==> config.mk <==
export PLATFORM = sky130hd
export DESIGN_NAME = gpc2311_5_bist
export DESIGN_NICKNAME = d
export VERILOG_FILES = /design/src/rtl/gpc2311_5_bist.sv
export SDC_FILE = /design/constraint.sdc
export NUM_CORES = 1
export LEC_CHECK = 0
export ABC_AREA = 1
export CORE_AREA = 2 2 82 84
export CTS_BUF_LIST = sky130_fd_sc_hd__clkbuf_16
export DETAILED_ROUTE_END_ITERATION = 8
export DIE_AREA = 0 0 84 86
export GPL_TIMING_DRIVEN = 1
export PLACE_DENSITY = 0.54
export SETUP_SLACK_MARGIN = 0.1
export SLEW_MARGIN = 20
export SYNTH_ARGS = -nofsm -noshare
export SYNTH_HDL_FRONTEND = slang
export SYNTH_SLANG_ARGS = --single-unit
==> constraint.sdc <==
create_clock -name clk -period 2 [get_ports clk]
set_input_delay 0.4 -clock clk [delete_from_list [all_inputs] [get_ports clk]]
set_output_delay 0.4 -clock clk [all_outputs]
set_load 0.03 [all_outputs]
==> src/rtl/gpc2311_5_bist.sv <==
// rtl/gpc2311_5_bist.sv - exhaustive BIST sweep for a gpc2311_5 counter (all 128 vectors, weighted-sum check)
// Optional: define GPC_BIST_STOP_ON_FAIL_EN to end the sweep at the first mismatch.
module gpc2311_5_bist #(
  parameter int SETTLE = 1,
  parameter int ERR_W  = 8
) (
  input  logic             clk,
  input  logic             rst,
  input  logic             start,
  output logic             src0,
  output logic             src1,
  output logic [2:0]       src2,
  output logic [1:0]       src3,
  input  logic [4:0]       dst,
  output logic             busy,
  output logic             done,
  output logic             pass,
  output logic [ERR_W-1:0] err_count,
  output logic [6:0]       fail_vec,
  output logic [4:0]       fail_dst
);

  typedef enum logic [1:0] {IDLE, WAIT, CHECK, DONE} state_t;

  localparam int CW = (SETTLE > 1) ? $clog2(SETTLE) : 1;
  localparam logic [CW-1:0] RELOAD = CW'(SETTLE - 1);

  state_t          state;
  state_t          state_nx;
  logic [6:0]      vec;
  logic [CW-1:0]   settle;
  logic [1:0]      w4;
  logic [1:0]      w8;
  logic [4:0]      exp_sum;
  logic            mismatch;
  logic            stop_now;
  logic            start_ok;
  logic            last_vec;

  // src outputs come straight off the vector register so the counter sees no glitches
  assign src0 = vec[0];
  assign src1 = vec[1];
  assign src2 = vec[4:2];
  assign src3 = vec[6:5];

  assign w4       = {1'b0, vec[2]} + {1'b0, vec[3]} + {1'b0, vec[4]};
  assign w8       = {1'b0, vec[5]} + {1'b0, vec[6]};
  assign exp_sum  = {4'b0, vec[0]} + {3'b0, vec[1], 1'b0} + {1'b0, w4, 2'b0} + {w8, 3'b0};
  assign mismatch = (state == CHECK) && (dst != exp_sum);
  assign start_ok = start && ((state == IDLE) || (state == DONE));
  assign last_vec = (vec == 7'h7f);

`ifdef GPC_BIST_STOP_ON_FAIL_EN
  assign stop_now = mismatch;
`else
  assign stop_now = 1'b0;
`endif

  always_ff @(posedge clk or posedge rst) begin
    if (rst) state <= IDLE;
    else     state <= state_nx;
  end

  always_comb begin
    state_nx = state;
    case (state)
      IDLE, DONE: if (start) state_nx = WAIT;
      WAIT:       if (settle == '0) state_nx = CHECK;
      CHECK:      state_nx = (last_vec || stop_now) ? DONE : WAIT;
      default:    state_nx = IDLE;
    endcase
  end

  always_comb begin
    busy = (state == WAIT) || (state == CHECK);
    done = (state == DONE);
  end

  always_ff @(posedge clk or posedge rst) begin
    if (rst) begin
      vec       <= '0;
      settle    <= '0;
      err_count <= '0;
      fail_vec  <= '0;
      fail_dst  <= '0;
      pass      <= 1'b0;
    end else if (start_ok) begin
      vec       <= '0;
      settle    <= RELOAD;
      err_count <= '0;
      fail_vec  <= '0;
      fail_dst  <= '0;
      pass      <= 1'b0;
    end else begin
      case (state)
        WAIT: if (settle != '0) settle <= settle - CW'(1);
        CHECK: begin
          if (mismatch) begin
            if (err_count != '1) err_count <= err_count + ERR_W'(1);
            // first-fail capture keys off the pre-increment zero, so saturation never re-arms it
            if (err_count == '0) begin
              fail_vec <= vec;
              fail_dst <= dst;
            end
          end
          if (last_vec || stop_now) begin
            pass <= (err_count == '0) && !mismatch;
          end else begin
            vec    <= vec + 7'd1;
            settle <= RELOAD;
          end
        end
        default: ;
      endcase
    end
  end

endmodule
After elaboration in Yosys (flattened, before gate mapping). Index checks and enable logic that the tools add are counted.

Flip-flop bits (word level): 31. Input bits: 8. Output and inout port bits: 30.

$add $sub $neg: 9. Reductions and logical operators: 21. Multiplexer cells: 26. Equality and inequality tests: 10.

Operators with widths (count): 7-bit two-way mux (7); 8-bit two-way mux (4); 5-bit two-way mux (4); 2-bit nonzero test (5); 8-bit by 1-bit adder with 8-bit output (second input constant) (1); 8-bit logical NOT (1); 8-bit != test (second input constant) (1); 2-bit AND reduction (4); 7-bit by 1-bit adder with 7-bit output (second input constant) (1); 7-bit == test (second input constant) (1); 1-bit two-way mux (6); 2-bit two-way mux (3); 2-bit != test (second input constant) (3); 2-bit one-hot mux with 3 select lines (1); 3-bit AND reduction (2); 3-bit by 4-bit adder with 5-bit output (1); 5-bit adder (1); 5-bit != test (1); 1-bit by 1-bit adder with 2-bit output (2); 2-bit == test (second input constant) (2); 1-bit by 2-bit adder with 3-bit output (1); 1-bit logical AND (3); 3-bit != test (second input constant) (1); 3-bit nonzero test (1); other kinds (8) (9).

Longest topological paths before layout.
Word-level depth: 11. Depth in mapped cells: 12.

Worst setup path after synthesis. OpenSTA, ideal clock, no wires.

Path type: flip-flop to flip-flop. Start: reg vec[2]. End: reg fail_dst[0]. Data required time: 1.934 ns. Path slack: -0.304 ns. Cell stages (with the launch flop): 9. Clock period less this slack: 2.304 ns. Arrival time: 2.239 ns. Library setup time: 0.066 ns. Path through: dfrtp_1 > fa_1 > fa_1 > xnor2_1 > nand3_4 > nand3_4 > buf_12 > nand3_2 > nand2_1.

Cells in the longest elaborated chain, start to end: 8.

Ends and longest elaborated chain: start: declaration (line 30) `logic [6:0] vec;`; start signal: assignment (line 109) `vec <= vec + 7'd1;`; 1-bit by 1-bit adder with 2-bit output (line 46) `assign w4 = {1'b0, vec[2]} + {1'b0, vec[3]} + {1'b0, vec[4]};`; 2-bit by 1-bit adder with 2-bit output (line 46); 3-bit by 4-bit adder with 5-bit output (line 48) `assign exp_sum = {4'b0, vec[0]} + {3'b0, vec[1], 1'b0} + {1'b0, w4, 2'b0} + {w8, 3'b0};`; 5-bit adder (line 48); 5-bit != test (line 49) `assign mismatch = (state == CHECK) && (dst != exp_sum);`; 1-bit logical AND (line 49); 2-bit nonzero test (no line); 3-bit AND reduction (no line); end signal: assignment (line 103) `fail_dst <= dst;`; end: declaration (line 20) `output logic [4:0] fail_dst`.

No other way between the ends. A chain may end at the register's enable or synchronous reset.

Worst setup path after layout. Same ends and word-level chain as after synthesis.

==> run summary <==
The run finished, with violations left. The checks that failed: setup timing. The total half-perimeter wirelength after legalization and detailed placement is 3060 um. Clock-pin slew was measured on the worst setup and hold paths at 0.05 ns.

In this run the deepest clock path goes through 2 buffers. The total global routing overflow is 0. The total number of H-tree levels came out at 2. The power per cell area is 1320 nW/um^2. The kind of critical path is flip-flop to flip-flop. The number of nets produced by synthesis is 233. In the routed design, unresolved DRC markers number 0.

The share of final-layout standard cells stronger than drive strength 1 is 0.218. Summing all non-filler instances in the final layout gives an area of 2550 um^2. The peak supply drop is 864 uV. In the global route stage, overall resource usage came out at 0.127. The final RePlAce weighted congestion is 0.771.

The kind of end point of the critical path is a flip-flop. The critical path starts at vec[2]$_DFFE_PP0P_. The vertical die dimension is 86 um.

The final layout contains routed wiring with a total length of 4250 um. A synthesized cell averages 8.44 um^2. The total area inside the core boundary comes to 6280 um^2. The number of buffers created by CTS is 5.

The total number of clock tree sinks came out at 30. Measured along the x axis, the die boundary spans 84 um. In this run, synthesis produced a sequential element count of 30. The netlist area before placement came out at 1830 um^2.

Measured on the finished design, the core utilization comes to 0.406. The number of unique standard cell types used by synthesis is 29. The number of port buffers came out at 37. The final-report max-slew violation count came out at 0. The arrival time at the worst endpoint is 2.32 ns. The normalized max-slew margin came out at 0.728.

The DRC marker count from the first detailed-route iteration is 46. The final count of hold timing violations is 0. The clock share of power is 0.216. For this run, the top clock speed supported by timing is 475 MHz. The sequential share of power is 0.280. The total iterations of the first detailed-routing run is 6. The internal portion of total power is 1870 uW. The number of endpoints failing setup at the final stage came out at 20. The final-stage net count is 286. The largest net degree at the start of global routing is 31.

The area growth from synthesis to layout is 39.4%. The actual slew at the worst max-slew pin is 0.409 ns. The worst reg-to-reg setup slack came out at -0.10 ns.

STA classifies the critical path startpoint as a flip-flop. The terminus of the critical flop-to-flop path is fail_dst[0]$_DFFE_PP0P_. The path class of the tightest hold or removal check is input pin to async pin. The global-route wire length before repair is 7250 um. After detailed routing, the number of vias per cell comes to 4.44. The leakage power is 0.00125 uW. The post-layout total power is 3370 uW. The CTS tree is done. The switching component of the power is 1500 uW.

Subtracting the final worst setup slack from the clock period gives 2.10 ns. The critical path ends at fail_dst[0]$_DFFE_PP0P_. The share of total power dissipated in combinational logic is 0.505. The die covers 7220 um^2. The via count of the first global-routing pass is 1,480. The switching share of power came out at 0.446. The startpoint identified for the worst register-to-register timing path is vec[2]$_DFFE_PP0P_.

The cell chosen for the clock root is sky130_fd_sc_hd__clkbuf_16. The number of antenna violations at the first check in global routing came out at 0. 38 I/O pins were placed.

The fraction of the yosys area taken by sequential cells came out at 0.410. The number of antenna-violating nets in the routed design is 0. The number of maximum-capacitance violations is 0. The worst clock skew is 0.00282 ns. Of the available clock period, the critical path in the final layout requires 1.05. The worst endpoint required time is 2.22 ns.

Setup repair after global routing could not meet its margin everywhere. The number of cells on the worst reg-to-reg path is 8. The clock latency at the later pin of the worst-skew pair is 0.28 ns. The total placed instance area came out at 2350 um^2. The count of mapped cells out of synthesis came out at 217. The routed via count is 1,546.

The number of warnings printed during yosys synthesis came out at 0. The number of antenna repair diodes came out at 0. The worst-path maximum fanout is 10.

The post-layout worst setup margin came out at -0.105 ns. The average wire length per cell after detail routing came out at 12.2 um. The number of standard-cell rows in the floorplan came out at 29. The starting density of the core is 0.292.
## layout by cell type, fill, tap and decap left out, drive strengths merged
master,n
nand2,66
nand3,33
clkdlybuf4s50,31
dfrtp,30
nor2,25
inv,24
buf,12
o21ai,9
ha,6
nand4,6
clkbuf,5
xor2,4
dlymetal6s2s,4
a21oi,3
or2,2
fa,2
xnor2,2
clkinv,2
o31ai,1
nor3,1
clkinvlp,1
clkdlybuf4s15,1
dlygate4sd2,1
## power groups by stage
| stage | combinational (uW) | clock, uW | sequential, uW |
|---|---|---|---|
| after global placement | 1670 | 0 | 955 |
| after global routing | 1870 | 776 | 973 |
| after detailed placement | 1670 | 0 | 953 |
| after CTS | 1710 | 752 | 943 |
| final | 1700 | 727 | 942 |
| after floorplan | 886 | 0 | 1190 |
## through the flow
| stage | std cells | TNS, ns | setup WS, ns | hold slack [ns] |
|---|---|---|---|---|
| 6_report | 348 | -1.79 | -0.105 | 0.515 |
| 5_1_grt | 348 | -3.40 | -0.185 | 0.541 |
| 4_1_cts | 347 | -2.00 | -0.116 | 0.521 |
| 3_5_place_dp | 338 | -1.98 | -0.125 | 0.508 |
| 3_3_place_gp | 338 | -1.53 | -0.113 | 0.510 |
| 2_1_floorplan | 217 | -2.26 | -0.143 | 0.491 |
## cell families (layout without fill, tap and decap cells)
group | Yosys count | after routing | synth area share
AO/OA/AOI/OAI | 13 | 13 | 0.0369
XOR/XNOR | 6 | 6 | 0.0287
adder cells (fa/ha/maj) | 8 | 8 | 0.0629
buffers and inverters | 28 | 81 | 0.0745
flip-flops | 30 | 30 | 0.410
AND/OR/NAND/NOR | 132 | 133 | 0.387
## layout make-up
class | instances | area, um^2
Fill cell | 644 | 3730
Clock inverter | 3 | 16.3
Timing Repair Buffer | 49 | 482
Sequential cell | 30 | 753
Multi-Input combinational cell | 160 | 988
Tap cell | 77 | 96.3
Inverter | 24 | 90.1
Clock buffer | 5 | 125
## synthesized netlist by cell type (all sizes together)
library cell  number  share of area
nand2             66           0.15
buf                3          0.018
dfrtp             30           0.41
ha                 6          0.041
clkbuf             1         0.0075
o21ai              9          0.025
or2                2         0.0068
fa                 2          0.022
xor2               4          0.019
xnor2              2         0.0096
nand3             33           0.13
a21oi              3         0.0082
nor3               1         0.0027
o31ai              1         0.0041
nor2              24          0.073
nand4              6          0.024
inv               24          0.049
## state kept, by name (all words and copies together), names as in the netlist
| register | cells |
|---|---|
| pass | 1 |
| fail_dst | 5 |
| state | 2 |
| err_count | 8 |
| fail_vec | 7 |
| vec | 7 |
## critical path: stages, from the launching register on
cell and delay, ns:
sky130_fd_sc_hd__dfrtp_2 0.41, sky130_fd_sc_hd__fa_2 0.39, sky130_fd_sc_hd__fa_2 0.55, sky130_fd_sc_hd__xnor2_2 0.14
sky130_fd_sc_hd__nand3_4 0.12, sky130_fd_sc_hd__nand3_4 0.13, sky130_fd_sc_hd__buf_8 0.17, sky130_fd_sc_hd__nand3_2 0.07
sky130_fd_sc_hd__nand2_1 0.06
## timing repair
| item | 4_1_cts | 5_1_grt |
|---|---|---|
| endpoints found under the setup margin | 23 | 25 |
| hold buffers | 0 | 0 |
| resized for setup | 12 | 6 |
| buffers inserted | 0 | 1 |
| cloned | 1 | 0 |
| pin swaps | 1 | 2 |
## worst min-delay path by stage
stage                                 start                        to  depth (start not counted)
floorplan                               rst  err_count[0]$_DFFE_PP0P_                          1
global placement    fail_vec[3]$_DFFE_PP0P_   fail_vec[3]$_DFFE_PP0P_                          2
detailed placement  fail_dst[3]$_DFFE_PP0P_   fail_dst[3]$_DFFE_PP0P_                          2
CTS                 fail_dst[3]$_DFFE_PP0P_   fail_dst[3]$_DFFE_PP0P_                          2
global route        fail_dst[3]$_DFFE_PP0P_   fail_dst[3]$_DFFE_PP0P_                          2
finish                                  rst   fail_dst[3]$_DFFE_PP0P_                          3
## layer usage
| metal | share of wire | routed length, um | vias to the layer above | track usage |
|---|---|---|---|---|
| li1 | - | - | 802 | - |
| met1 | 0.51 | 2180 | 707 | 0.179 |
| met2 | 0.44 | 1860 | 30 | 0.188 |
| met3 | 0.031 | 132 | 7 | 0.0241 |
| met4 | 0.019 | 80 | 0 | 0.0616 |
| met5 | 0 | 0 | - | 0 |
(Power assumes the default switching activity.)
